[src/rtl/link_share_arbiter_if.sv]
// link_share_arbiter_if: token bundle between requesters, arbiter and link.
// slave = arbiter side, master = requester/downstream side.
//   I_FTk     requester forward tokens {v,a,c,r,d}, requester k at slice k
//   O_BTk     backward tokens to requesters {n,t,v,c}
//   O_FTk     registered forward token to the downstream link
//   I_BTk     backward token from downstream {n,t,v,c}
//   O_Grant   one-hot owner, O_Busy not idle, O_Timeout forced release
interface link_share_arbiter_if #(
  parameter int NUM_REQ   = 4,
  parameter int WIDTH_FTK = 36
);
  logic [NUM_REQ*WIDTH_FTK-1:0] I_FTk;
  logic [NUM_REQ*4-1:0]         O_BTk;
  logic [WIDTH_FTK-1:0]         O_FTk;
  logic [3:0]                   I_BTk;
  logic [NUM_REQ-1:0]           O_Grant;
  logic                         O_Busy;
  logic                         O_Timeout;

  modport slave (
    input  I_FTk, I_BTk,
    output O_BTk, O_FTk, O_Grant, O_Busy, O_Timeout
  );

  modport master (
    output I_FTk, I_BTk,
    input  O_BTk, O_FTk, O_Grant, O_Busy, O_Timeout
  );
endinterface

[src/rtl/link_share_arbiter.sv]
// link_share_arbiter: round-robin owner of one outgoing link channel.
// Ports: clock, reset (sync, active-high), bus (link_share_arbiter_if.slave).
// Optional idle-owner timeout: define ARB_TIMEOUT_EN.
module link_share_arbiter #(
  parameter int NUM_REQ    = 4,
  parameter int WIDTH_DATA = 32,
  parameter int WIDTH_FTK  = WIDTH_DATA + 4,
  parameter int TIMEOUT    = 64
) (
  input  logic                 clock,
  input  logic                 reset,
  link_share_arbiter_if.slave  bus
);
  localparam int W  = WIDTH_FTK;
  localparam int IW = $clog2(NUM_REQ);
  localparam int V  = W - 1;
  localparam int A  = W - 2;
  localparam int R  = W - 4;

  if (NUM_REQ < 2 || NUM_REQ > 8 ||
      WIDTH_FTK != WIDTH_DATA + 4 ||
      TIMEOUT < 2 || TIMEOUT > 256) begin : g_bad_cfg
    $error("link_share_arbiter: bad parameters");
  end

  typedef enum logic [1:0] {
    S_IDLE, S_FWD, S_WAIT, S_REL
  } state_t;

  state_t            state;
  logic [IW-1:0]     ptr;
  logic [IW-1:0]     own;
  logic [NUM_REQ-1:0] grant_q;
  logic [W-1:0]      ftk_q;

  logic [W-1:0]       tok [NUM_REQ];
  logic [NUM_REQ-1:0] req_v;
  logic [NUM_REQ-1:0] req_a;
  logic [W-1:0]       own_tok;
  logic               own_v;
  logic               cand_ok;
  logic [IW-1:0]      cand;
  logic [IW-1:0]      idx;
  logic               bt_n;
  logic               bt_t;
  logic               idle;
  logic               xfer;
  logic               fwd_go;
  logic               rel_pend;
  logic               tmo_hit;
  logic [NUM_REQ*4-1:0] btk;

  always_comb begin
    req_v = '0;
    req_a = '0;
    for (int k = 0; k < NUM_REQ; k++) begin
      tok[k]   = bus.I_FTk[k*W +: W];
      req_v[k] = tok[k][V];
      req_a[k] = tok[k][A];
    end
  end

  // First requesting channel at or after the pointer, wrapping.
  always_comb begin
    cand_ok = 1'b0;
    cand    = '0;
    idx     = '0;
    for (int i = 0; i < NUM_REQ; i++) begin
      idx = IW'((int'(ptr) + i) % NUM_REQ);
      if (!cand_ok && req_v[idx] && req_a[idx]) begin
        cand_ok = 1'b1;
        cand    = idx;
      end
    end
  end

  assign own_tok  = tok[own];
  assign own_v    = own_tok[V];
  assign bt_n     = bus.I_BTk[3];
  assign bt_t     = bus.I_BTk[2];
  assign idle     = (state == S_IDLE);
  assign xfer     = (state == S_FWD) || (state == S_WAIT);
  assign fwd_go   = (state == S_FWD) && !bt_t && !bt_n;
  // The release token already sits on the link; drop it next edge.
  assign rel_pend = ftk_q[V] & ftk_q[R];

`ifdef ARB_TIMEOUT_EN
  logic [7:0] idle_cnt;
  logic       tmo_q;
  assign tmo_hit = fwd_go && !rel_pend && !own_v &&
                   (idle_cnt == 8'(TIMEOUT - 1));
  assign bus.O_Timeout = tmo_q;
`else
  assign tmo_hit = 1'b0;
  assign bus.O_Timeout = 1'b0;
`endif

  // Owner sees downstream; everyone else asking gets nacked,
  // except the channel being granted this very cycle.
  always_comb begin
    btk = '0;
    for (int k = 0; k < NUM_REQ; k++) begin
      if (!reset) begin
        if (grant_q[k]) begin
          btk[k*4+3] = xfer & bt_n;
          btk[k*4+2] = (xfer & bt_t) | tmo_hit;
          btk[k*4+1] = bus.I_BTk[1];
          btk[k*4+0] = bus.I_BTk[0];
        end else begin
          btk[k*4+3] = req_v[k] &
            ~(idle & cand_ok & (cand == IW'(k)));
        end
      end
    end
  end

  assign bus.O_BTk   = btk;
  assign bus.O_FTk   = ftk_q;
  assign bus.O_Grant = grant_q;
  assign bus.O_Busy  = !idle;

  always_ff @(posedge clock) begin
    if (reset) begin
      state   <= S_IDLE;
      ptr     <= '0;
      own     <= '0;
      grant_q <= '0;
      ftk_q   <= '0;
`ifdef ARB_TIMEOUT_EN
      idle_cnt <= '0;
      tmo_q    <= 1'b0;
`endif
    end else begin
`ifdef ARB_TIMEOUT_EN
      tmo_q <= 1'b0;
`endif
      unique case (state)
        S_IDLE: begin
          if (cand_ok) begin
            grant_q <= NUM_REQ'(1) << cand;
            own     <= cand;
            ftk_q   <= tok[cand];
            state   <= S_FWD;
`ifdef ARB_TIMEOUT_EN
            idle_cnt <= '0;
`endif
          end else begin
            ftk_q[V] <= 1'b0;
          end
        end
        S_FWD: begin
          if (bt_t) begin
            ftk_q[V] <= 1'b0;
            state    <= S_REL;
          end else if (bt_n) begin
            state <= S_WAIT;
          end else if (rel_pend) begin
            ftk_q[V] <= 1'b0;
            state    <= S_REL;
          end else if (own_v) begin
            ftk_q <= own_tok;
`ifdef ARB_TIMEOUT_EN
            idle_cnt <= '0;
`endif
          end else begin
            ftk_q[V] <= 1'b0;
`ifdef ARB_TIMEOUT_EN
            if (tmo_hit) begin
              tmo_q    <= 1'b1;
              state    <= S_REL;
              idle_cnt <= '0;
            end else begin
              idle_cnt <= idle_cnt + 8'd1;
            end
`endif
          end
        end
        S_WAIT: begin
          if (bt_t) begin
            ftk_q[V] <= 1'b0;
            state    <= S_REL;
          end else if (!bt_n) begin
            state <= S_FWD;
          end
        end
        S_REL: begin
          ftk_q[V] <= 1'b0;
          grant_q  <= '0;
          ptr      <= (own == IW'(NUM_REQ - 1)) ?
                      '0 : own + IW'(1);
          state    <= S_IDLE;
        end
        default: state <= S_IDLE;
      endcase
    end
  end
endmodule
[src/flat_wrapper.sv]
// flat-port wrapper written by rule: the top's interface ports become plain ports
module link_share_arbiter_flat 
#(
  parameter int NUM_REQ    = 4,
  parameter int WIDTH_DATA = 32,
  parameter int WIDTH_FTK  = WIDTH_DATA + 4,
  parameter int TIMEOUT    = 64
)
  (clock, reset, bus_I_FTk, bus_I_BTk, bus_O_BTk, bus_O_FTk, bus_O_Grant, bus_O_Busy, bus_O_Timeout);
  link_share_arbiter_if #(.NUM_REQ(NUM_REQ), .WIDTH_FTK(WIDTH_FTK)) bus_i ();
  input  logic clock;
  input  logic reset;
  input wire logic [$bits(bus_i.I_FTk)-1:0] bus_I_FTk;
  input wire logic [$bits(bus_i.I_BTk)-1:0] bus_I_BTk;
  output wire logic [$bits(bus_i.O_BTk)-1:0] bus_O_BTk;
  output wire logic [$bits(bus_i.O_FTk)-1:0] bus_O_FTk;
  output wire logic [$bits(bus_i.O_Grant)-1:0] bus_O_Grant;
  output wire logic [$bits(bus_i.O_Busy)-1:0] bus_O_Busy;
  output wire logic [$bits(bus_i.O_Timeout)-1:0] bus_O_Timeout;
  assign bus_i.I_FTk = bus_I_FTk;
  assign bus_i.I_BTk = bus_I_BTk;
  assign bus_O_BTk = bus_i.O_BTk;
  assign bus_O_FTk = bus_i.O_FTk;
  assign bus_O_Grant = bus_i.O_Grant;
  assign bus_O_Busy = bus_i.O_Busy;
  assign bus_O_Timeout = bus_i.O_Timeout;
  link_share_arbiter #(.NUM_REQ(NUM_REQ), .WIDTH_DATA(WIDTH_DATA), .WIDTH_FTK(WIDTH_FTK), .TIMEOUT(TIMEOUT)) u_core (.clock(clock), .reset(reset), .bus(bus_i));
endmodule
[config.mk]
export PLATFORM = sky130hd
export DESIGN_NAME = link_share_arbiter_flat
export DESIGN_NICKNAME = d
export VERILOG_FILES = /design/src/rtl/link_share_arbiter_if.sv /design/src/rtl/link_share_arbiter.sv /design/src/flat_wrapper.sv
export SDC_FILE = /design/constraint.sdc
export NUM_CORES = 1
export LEC_CHECK = 0
export BUFFER_PORTS_ARGS = -buffer_cell sky130_fd_sc_hd__buf_2
export CAP_MARGIN = 20
export CORE_MARGIN = 2
export CORE_UTILIZATION = 35
export DETAILED_ROUTE_END_ITERATION = 10
export SLEW_MARGIN = 20
export SYNTH_ARGS = -nofsm -noshare
export SYNTH_HDL_FRONTEND = slang
export SYNTH_SLANG_ARGS = --single-unit
[constraint.sdc]
create_clock -name clock -period 2.05 [get_ports clock]
set_input_delay 0.205 -clock clock [delete_from_list [all_inputs] [get_ports clock]]
set_output_delay 0.205 -clock clock [all_outputs]
set_load 0.01 [all_outputs]
# Word-level counts from Yosys, hierarchy flattened
# Cells that the tools add are included.
[totals]
regBits = 46
out_inout_bits = 58
elab_cells = 136
[classes]
n_addsub = 4
order_cmp = 6
eq_ne = 16
shift = 1
mux = 64
n_bitwise = 18
n_reduce_logical = 21
[ops]
columns = ["operator", "n"]
rows = [
  ["$mux 36", 5],
  ["$bmux 36 s2", 2],
  ["$mux 35", 4],
  ["$pmux 35 s2", 1],
  ["$mux 2", 11],
  ["$mux 1", 21],
  ["$mux 4", 5],
  ["$bmux 1 s2", 8],
  ["$and 1x1->1", 12],
  ["$lt 2x3->1 const B", 4],
  ["$mux 3", 4],
  ["$eq 2x2->1 const B", 5],
  ["$ne 2x2->1 const B", 4],
  ["$pmux 2 s4", 1],
  ["$pmux 4 s2", 1],
  ["$logic_and 1x1->1", 7],
  ["$ge 3x3->1 const B", 2],
  ["$ne 3x3->1 const B", 2],
  ["$not 2->3", 2],
  ["$reduce_and 2->1", 3],
  ["$reduce_and 6->1", 1],
  ["$add 2x1->2 const B", 2],
  ["$add 2x2->2 const B", 2],
  ["$eq 2x1->1 const B", 2],
  ["other kinds (10)", 19],
]

# Logic depth before layout (Yosys ltp)
# Gate-level depths: netlist of run 1.
[logic_depth]
depth_word = 22
ltp_mapped = 9

# Worst setup path before layout of run 1
# Ideal clock, no wire load.
[synth_timing]
path_type = "register -> register"
startpoint = "register u_core.own[0]"
endpoint = "register u_core.ftk_q[12] (netlist: u_core.bus.O_FTk[12])"
setup_ns = 0.143
arrival_time_ns = 1.664
t_required_ns = 1.907
slack_ns = 0.243
stages_incl_launch_ff = 6
n_path_buf = 2
path_cell_list = "dfxtp_1 -> buf_2 -> buf_2 -> mux4_2 -> nor2b_1 -> o41ai_2"
[synth_between]
elab_chain_cells = 9
elab_cells_between_ends = 11
[synth_lines]
columns = ["item", "line_no", "rtl"]
rows = [
  ["start: declaration", "link_share_arbiter.sv:32", "logic [IW-1:0] own;"],
  ["start signal: assignment", "link_share_arbiter.sv:141", "own <= cand;"],
  ["$not 2->3 (implied by the code) *", "link_share_arbiter.sv:77", "assign own_tok = tok[own];"],
  ["$bmux 36 s2 *", "link_share_arbiter.sv:77", ""],
  ["$mux 36 (implied by the code) * (2 in a row)", "link_share_arbiter.sv:77", ""],
  ["$mux 35", "link_share_arbiter.sv:160", "end else if (own_v) begin"],
  ["$mux 35", "link_share_arbiter.sv:157", "end else if (rel_pend) begin"],
  ["$mux 36", "link_share_arbiter.sv:155", "end else if (bt_n) begin"],
  ["$mux 35", "link_share_arbiter.sv:152", "if (bt_t) begin"],
  ["$pmux 35 s2", "link_share_arbiter.sv:137", "unique case (state)"],
  ["end signal: assignment", "link_share_arbiter.sv:142", "ftk_q <= tok[cand];"],
  ["end signal: assignment", "link_share_arbiter.sv:161", "ftk_q <= own_tok;"],
  ["end: declaration", "link_share_arbiter.sv:34", "logic [W-1:0] ftk_q;"],
]
# Every way passes the cells marked *; elsewhere a longest branch is shown, timed or not. The select of a mux whose other input is x is not followed.
# A chain may end at the register's enable or synchronous reset.

# Final worst setup path of run 1
[layout_timing]
startpoint = "register u_core.ptr[1]"
endpoint = "register u_core.ftk_q[26] (netlist: u_core.bus.O_FTk[26])"
[layout_between]
elab_chain_cells = 22
elab_cells_between_ends = 45
[layout_lines]
columns = ["item", "line_no", "rtl"]
rows = [
  ["start: declaration", "link_share_arbiter.sv:31", "logic [IW-1:0] ptr;"],
  ["start signal: assignment", "link_share_arbiter.sv:189", "ptr <= (own == IW'(NUM_REQ - 1)) ?"],
  ["parallel branches: the longest is 22 deep, another holds $add 2x1->2", "n/a", ""],
]
# Parallel ways; which one is timed is not known. The select of a mux whose other input is x is not followed.

==> impl_metrics.ini, run 1 <==
[power_and_ir_drop]
finalPower_mw = 7.132
p_per_area_nw_per_um2 = 1109
vdd_drop_max_v = 0.0005743
p_leak_nw = 2.881

[routing]
drtIter0Drc = 283
wl_per_cell_um = 19.23
postRouteAntennaNets = 0
via_per_inst = 5.807
dr.pass1.iters = 5
vias = 4762
routed_wl_um = 15770
drc = 0

[worst_hold_path]
hold_path.class = primary input to flip-flop
whs_path_depth = 3

[critical_path]
arrival_ps = 2190
cp_data_required_time_ps = 2220
critPathMaxFanout = 23
critPathCaptureType = flip-flop
path_cells = or2_4, o22ai_4, a21oi_4, buf_12, mux2_2, a221oi_2, o41ai_2
r2r.worst_path.cells = 7
crit_type = flip-flop to flip-flop
critPathMaxStageDelay_ps = 400
crit_slowest_cell = dfxtp_4
critPathLaunchType = flip-flop
r2r_slack_ps = 30

[layout]
antenna_cells = 0
fin_util_pct = 46.50
layout.cells.most_common = buf_2
multi_input_area_um2 = 3719
final_cell_mix = buf_2, dfxtp_1, nand3b_1
area_growth_pct = 30.73
nFillCells = 1292
final_cells = 820
finalNetCount = 795
register_area_um2 = 932.1
layout-drive-gt1-share_pct = 60.94

[global_route]
grt_use_total_pct = 19.91
grt_pass1_wl_um = 23870
antenna_found_initial = 0
grt_start_max_net_pins = 43
grt_pass1_vias = 4755
gr-total-overflow = 0

[synthesis]
muxShareOfSynthArea_pct = 24.88
synth_simple_gate_area_share_pct = 17.04
synth_seq_cells = 46
synth_top_family_by_area = compound AO/OA/AOI/OAI gates
synth_nets = 607
synth_fa_ha_area_share_pct = 1.526
syn_avg_cell_area_um2 = 10.91
ys_seq_area_share_pct = 18.72
synth_top_area_share_pct = 18.72
syn-cell-area_um2 = 4918
synth_cells = 451
netlist_top_cells_area = dfxtp_1, mux4_2, o41ai_2, a221oi_2, mux2_2
synth_top_area_cell = dfxtp_1
yosys_warnings = 0
yosys.area_share.xor_xnor_pct = 0
ys.flop_type = dfxtp_1
async_flop_share_pct = 0
synth.distinct_cells = 52
synth_edf_count = 0
synth-compound-area-share_pct = 31.11

[cts]
numCtsBuffers = 5
cts.htree.levels = 2
cts_tree = yes
insertion_delay_ps = 290
ctsLongestPathBuffers = 2
cts_sinks = 46
clk_pin_slew_ps = 70
ctsHoldBuffers = 0
cts-root-buf = clkbuf_16

[die]
die_w_um = 122.5
core-area_um2 = 13830
initial_core_util_pct = 35.57
die_h_um = 122.5
die_area_um2 = 15020
fp-row-count = 43
ios = 208

[sta]
rsz0062_at_grt = yes
worst_slack_ps = 26.80
slew_headroom_pct = 60.95
fmax_mhz = 494.3
finalMaxSlewViolations = 0
finClkSkew_ps = 3.324
hold_viol = 0
finalSetupTns_ps = 0
setup_viol = 0
period_needed_ps = 2023
period_share_pct = 98.69
tightest_slew_ps = 585.8

[place]
dp.cells = 808
globalplace.congestion = 0.8435
pre_cts_ws_ps = -3.927
hpwl_um = 11220
portBuffers = 206

[status]
status = finished clean

[job]
drv_cap = 0
## area by class of cell
type                       count  share of cell area (%)
multi-input combinational    349                   57.83
timing repair buffer         232                   20.78
sequential                    46                   14.50
tap                          180                   3.503
clock buffer                   6                   2.160
clock inverter                 2                  0.9340
inverter                       5                  0.2919
## worst max-delay path, delay by kind of cell, from the launching register on
kind	cells	cell delay, ps
buffers and inverters	1	230
and+or+nand+nor	1	160
AOI/OAI and AO/OA	4	740
DFF	1	400
muxes	1	360
## state kept, by name (all words and copies together), names as in the netlist
signal	cells
u_core.own	2
u_core.bus.O_Grant	4
u_core.state	2
u_core.bus.O_FTk	36
u_core.ptr	2
## metal layers
metal	part of all wire [%]	track usage (%)
met5	0	0
met1	41	24.06
met2	51	36.11
met3	6.2	2.881
met4	2.2	6.466
## cells by family after synthesis
| family | after synthesis |
|---|---|
| adders and majority gates | 6 |
| DFF | 46 |
| AOI/OAI and AO/OA | 135 |
| other | 1 |
| buffers and inverters | 56 |
| muxes | 73 |
| and+or+nand+nor | 134 |
## synthesized netlist by cell type (2+ instances only)
| library cell | count |
|---|---|
| o41ai_1 | 4 |
| buf_12 | 3 |
| o21ai_0 | 3 |
| nor2b_1 | 36 |
| buf_1 | 2 |
| clkbuf_1 | 21 |
| a21oi_1 | 12 |
| mux2_2 | 33 |
| nand3_1 | 8 |
| a221oi_1 | 2 |
| nor2_1 | 9 |
| mux2i_1 | 3 |
| a31oi_1 | 2 |
| buf_4 | 2 |
| a22oi_1 | 2 |
| inv_1 | 5 |
| dfxtp_1 | 46 |
| nand2_1 | 13 |
| buf_2 | 18 |
| a21o_1 | 34 |
| a221oi_2 | 32 |
| buf_6 | 5 |
| ha_1 | 6 |
| nand3b_1 | 40 |
| mux4_2 | 36 |
| nand2b_1 | 2 |
| nand4b_1 | 2 |
| nor3_1 | 3 |
| o41ai_2 | 30 |
| and2_1 | 14 |
| o21a_1 | 2 |
## per-stage QoR
stage / hold slack [ps] / area (um2)
final: 244.7 / 6430
after floorplan: 368.5 / 4918
after global placement: 474.2 / 6145
after detailed placement: 476.3 / 6145
after CTS: 237.8 / 6357
after global routing: 257.5 / 6430
## final timing paths
path                        start                   end
max                 u_core.ptr[1]  u_core.bus.O_FTk[26]
min reg2reg  u_core.bus.O_FTk[22]  u_core.bus.O_FTk[22]
max reg2reg         u_core.ptr[1]  u_core.bus.O_FTk[26]
min                  bus_I_BTk[2]       u_core.state[1]
## where the power goes
part	leakage [nW]	switching (mW)	internal [mW]	total, mW
Combinational	2.40	2.41	2.06	4.47
Sequential	0.381	0.258	1.31	1.57
Clock	0.0971	0.359	0.733	1.09
## timing repair
item,4_1_cts,5_1_grt
pin swaps,0,4
endpoints found under the setup margin,8,19
buffers inserted,0,4
gates resized for setup,6,9
(Power assumes the default switching activity.)
==> run 2, diff against run 1 <==
CORE_MARGIN = 10   (was 2)
==> run 2 against run 1 <==
Fmax down 1.3%. Clock power down 12%. Combinational power up 6.0%. Sequential cell count unchanged. Highest routed layer is now met5.
==> impl_metrics.ini, run 2 (synthesis gave the netlist of run 1 again) <==
[power_and_ir_drop]
p_int_mw = 4.180
p_sw_mw = 3.137
p_seq_share_pct = 22.1
p_sw_share_pct = 42.87
clockPowerShare_pct = 13.2
vdd_drop_max_v = 0.0004735
pwr-share-comb_pct = 64.7
p_per_area_nw_per_um2 = 1090
p_leak_nw = 3.014

[global_route]
grt_pass1_wl_um = 27070
antenna_found_initial = 3
grt_pass1_vias = 5119
gr-total-overflow = 0
grt_use_total_pct = 16.89
grt_start_max_net_pins = 51

[routing]
drc = 0
routed_wl_um = 17870
drtIter0Drc = 219
via_per_inst = 5.678
dr.pass1.iters = 4
wl_per_cell_um = 21.56
vias = 4707
postRouteAntennaNets = 0

[cts]
ctsHoldBuffers = 0
ctsLongestPathBuffers = 2
cts.htree.levels = 2
cts_tree = yes
numCtsBuffers = 5
cts-root-buf = clkbuf_16
clk_pin_slew_ps = 70
insertion_delay_ps = 290
cts_sinks = 46

[layout]
final_cells = 829
final_cell_mix = buf_2, nand3b_1, dfxtp_1
layout.cells.most_common = buf_2
nFillCells = 1255
layout-drive-gt1-share_pct = 61.98
area_growth_pct = 36.45
finalNetCount = 803
fin_util_pct = 48.54
largest_reg_flops = 36

[critical_path]
crit_slowest_cell = dfxtp_4
path_cells = or2_4, a21boi_4, o21a_4, nand3b_1, nand3b_1, a21oi_1, buf_2
crit_top_cell = nand3b_1
critPathMaxStageDelay_ps = 360
r2r.worst_path.cells = 9
crit_type = flip-flop to output port
cp_data_required_time_ps = 1850
critPathLaunchType = flip-flop
cp_num_buf_inv = 1
arrival_ps = 1840
critPathMaxFanout = 7
critPathCaptureType = output port
cp_top_family = simple AND/OR/NAND/NOR gates
cp_num_cells = 7

[sta]
setup_viol = 0
tightest_slew_ps = 589.1
rsz0062_at_grt = yes
hold_viol = 0
slew_headroom_pct = 60.73
period_share_pct = 99.97
period_needed_ps = 2049
finClkSkew_ps = 8.939
fmax_mhz = 488.0
finalMaxSlewViolations = 0

[die]
initial_core_util_pct = 35.57
ios = 208
die_h_um = 138.5
die_w_um = 138.5
core-area_um2 = 13830
fp-row-count = 43
die_area_um2 = 19190

[worst_hold_path]
whs_path_depth = 3
hold_path.class = primary input to flip-flop

[place]
portBuffers = 206
globalplace.congestion = 0.8621
dp.cells = 806
hpwl_um = 12840

[job]
drv_cap = 0

[status]
status = finished clean
==> run 2: cell count changes in the layout (fill, tap and decap cells not counted), moves of 3 or more <==
cell       previous run  this run
a221oi_2             33        27
a221oi_4              0         5
buf_12                8        13
clkbuf_16             5         8
mux2_2               33        18
mux2_4                0        15
==> run 2: path summary, 6_finish.rpt <==
| path | startpoint | end | slack, ps |
|---|---|---|---|
| max reg2reg | u_core.ptr[1] | u_core.bus.O_FTk[17] | 50 |
| min | bus_I_BTk[2] | u_core.state[1] | 230 |
| max | u_core.ptr[0] | bus_O_BTk[7] | 0.7 |
| min reg2reg | u_core.bus.O_FTk[27] | u_core.bus.O_FTk[27] | 500 |
==> run 2: power by group through the flow <==
| stage | registers [mW] | logic (mW) | clock network (mW) |
|---|---|---|---|
| after floorplan | 1.72 | 2.90 | 0 |
| after global placement | 1.62 | 4.39 | 0 |
| after detailed placement | 1.62 | 4.47 | 0 |
| after CTS | 1.61 | 4.52 | 0.995 |
| after global routing | 1.67 | 5.12 | 1.02 |
| final | 1.62 | 4.74 | 0.964 |
==> run 2: metrics by stage <==
| step | hold slack [ps] | area, um2 | setup slack, ps | TNS, ps | total power [mW] |
|---|---|---|---|---|---|
| global placement | 477.4 | 6142 | 50.78 | 0 | 6.002 |
| global route | 259.0 | 6709 | -75.31 | -233.0 | 7.799 |
| floorplan | 368.5 | 4918 | 243.4 | 0 | 4.622 |
| CTS | 222.0 | 6362 | 0.8634 | 0 | 7.127 |
| finish | 232.4 | 6711 | 0.6753 | 0 | 7.316 |
| detailed placement | 480.8 | 6142 | 10.83 | 0 | 6.093 |
==> run 2: metal layers <==
layer | global-route usage (%) | wire (um)
met1 | 20.07 | 7521
met2 | 29.62 | 9096
met3 | 3.288 | 852
met4 | 5.716 | 387
met5 | 0 | 13
==> run 2: worst register-to-register path: cells and delay by family, from the launching register on <==
family	cells	cell delay [ps]
AOI/OAI and AO/OA	4	630
muxes	1	350
buffers and inverters	3	480
DFF	1	370
and+or+nand+nor	1	60
==> run 2: final cells by class <==
class / instances / area [um2] / share of cell area (%)
antenna: 2 / 5.005 / 0.07457
clock buffer: 6 / 138.9 / 2.069
clock inverter: 1 / 30.03 / 0.4474
inverter: 5 / 18.77 / 0.2796
multi-input combinational: 349 / 3845 / 57.29
sequential: 46 / 933.4 / 13.91
tap: 180 / 225.2 / 3.356
timing repair buffer: 240 / 1515 / 22.58
==> run 2: timing repair <==
| action | CTS | global route |
|---|---|---|
| buffers inserted | 4 | 6 |
| pin swaps | 0 | 28 |
| cloned | 0 | 4 |
| gates resized for setup | 9 | 38 |
| setup endpoints to repair | 5 | 29 |
==> run 3, diff against run 2 <==
PLACE_DENSITY = 0.71   (was default)
clock period = 2.6 ns   (was 2.05 ns; I/O delays follow)
==> run 3 against run 2 <==
Hold slack improved by 75 ps. Sequential cell count did not move. Largest power group unchanged. Setup slack better by 120 ps.
==> impl_metrics.ini, run 3 (synthesis gave the netlist of run 1 again) <==
[power_and_ir_drop]
p_per_area_nw_per_um2 = 867.1
p_leak_nw = 2.782
finalPower_mw = 5.390
vdd_drop_max_v = 0.0005462

[cts]
cts_tree = yes
insertion_delay_ps = 290
cts.htree.levels = 2
numCtsBuffers = 5
ctsHoldBuffers = 0
clk_pin_slew_ps = 70
ctsLongestPathBuffers = 2
cts_sinks = 46
cts-root-buf = clkbuf_16

[die]
ios = 208
die_h_um = 138.5
initial_core_util_pct = 35.57
core-area_um2 = 13830
die_area_um2 = 19190
fp-row-count = 43
die_w_um = 138.5

[layout]
multi_input_area_um2 = 3716
largest_reg_flops = 36
finalNetCount = 784
antenna_cells = 0
area_growth_pct = 26.38
layout.cells.most_common = buf_2
nFillCells = 1309
final_cell_mix = buf_2, dfxtp_1, nand3b_1
register_area_um2 = 923.4
fin_util_pct = 44.96
layout-drive-gt1-share_pct = 58.92

[global_route]
grt_use_total_pct = 17.04
gr-total-overflow = 0
grt_pass1_vias = 5147
antenna_found_initial = 0
grt_start_max_net_pins = 51
grt_pass1_wl_um = 27550

[sta]
finalMaxSlewViolations = 0
finClkSkew_ps = 11.10
slew_headroom_pct = 51.18
period_share_pct = 95.53
whs_ps = 307.4
hold_viol = 0
period_needed_ps = 2484
fmax_mhz = 402.6
tightest_slew_ps = 732.4
worst_slack_ps = 116.1
setup_viol = 0

[critical_path]
crit_type = flip-flop to output port
r2r_start = u_core.ptr[1]
worstReg2RegEnd = u_core.bus.O_FTk[4]
r2r.worst_path.cells = 7
critPathCaptureType = output port
r2r_slack_ps = 360
cp_data_required_time_ps = 2340
critPathLaunchType = flip-flop
arrival_ps = 2220
critPathMaxFanout = 18
worst_setup_path_endpoint = bus_O_BTk[3]
crit_path_start = u_core.ptr[1]

[routing]
vias = 4711
drc = 0
dr.pass1.iters = 5
postRouteAntennaNets = 0
drtIter0Drc = 256
via_per_inst = 5.830
routed_wl_um = 17030
wl_per_cell_um = 21.07

[place]
portBuffers = 206
globalplace.congestion = 0.8321
hpwl_um = 12400
pre_cts_ws_ps = 238.8

[worst_hold_path]
hold_path.class = primary input to flip-flop
min_from = bus_I_BTk[2]

[status]
status = finished clean

[job]
drv_cap = 0
==> run 3: cell count changes in the layout (fill, tap and decap cells not counted), sizes merged <==
cell,before,now
buf,237,220
o2bb2ai,1,2
clkbuf,9,6
diode,2,0
==> run 3: how the worst min path moves through the flow <==
stage,endpoint,cells after the start
floorplan,u_core.state[1],2
global placement,u_core.bus.O_FTk[5],2
detailed placement,u_core.bus.O_FTk[17],2
CTS,u_core.state[1],3
global route,u_core.state[1],3
finish,u_core.state[1],3
==> run 3: where the power goes <==
part / switching [mW] / internal, mW / leakage (nW)
Combinational: 1.88 / 1.52 / 2.32
Clock: 0.270 / 0.475 / 0.0829
Sequential: 0.217 / 1.03 / 0.379
Total: 2.36 / 3.03 / 2.78
==> run 3: final cells by class <==
class	instances	share of cell area, %
clock buffer	6	2.234
multi-input combinational	350	59.78
timing repair buffer	220	18.72
tap	180	3.623
sequential	46	14.86
clock inverter	1	0.4831
inverter	5	0.3019
==> run 3: critical path: stages (launching register included) <==
cell and delay [ps]:
dfxtp_1 420, a21boi_1 320, a21boi_4 150, o2bb2ai_4 600, nand2_1 110, nand3b_1 110
a21oi_1 60, buf_2 170
==> run 3: metrics by stage <==
stage               instance area, um2  setup TNS [ps]  cells
floorplan                         4918               0    451
global placement                  6010               0    800
detailed placement                6010               0    800
CTS                               6193               0    808
global route                      6216          -23.88    808
finish                            6216               0    808
==> run 3: metal layers <==
metal,share of wire [%],global-route usage (%),vias up
li1,-,-,2167
met1,42,19.71,2322
met2,50,30.35,200
met3,6.3,3.938,22
met4,1.6,5.161,0
met5,0,0,-
==> run 3: timing repair <==
item | in CTS | in global routing
endpoints found under the setup margin | 1 | 3
resized for setup | 0 | 2
cloned | 1 | 0
buffers inserted | 0 | 0
pin swaps | 1 | 0
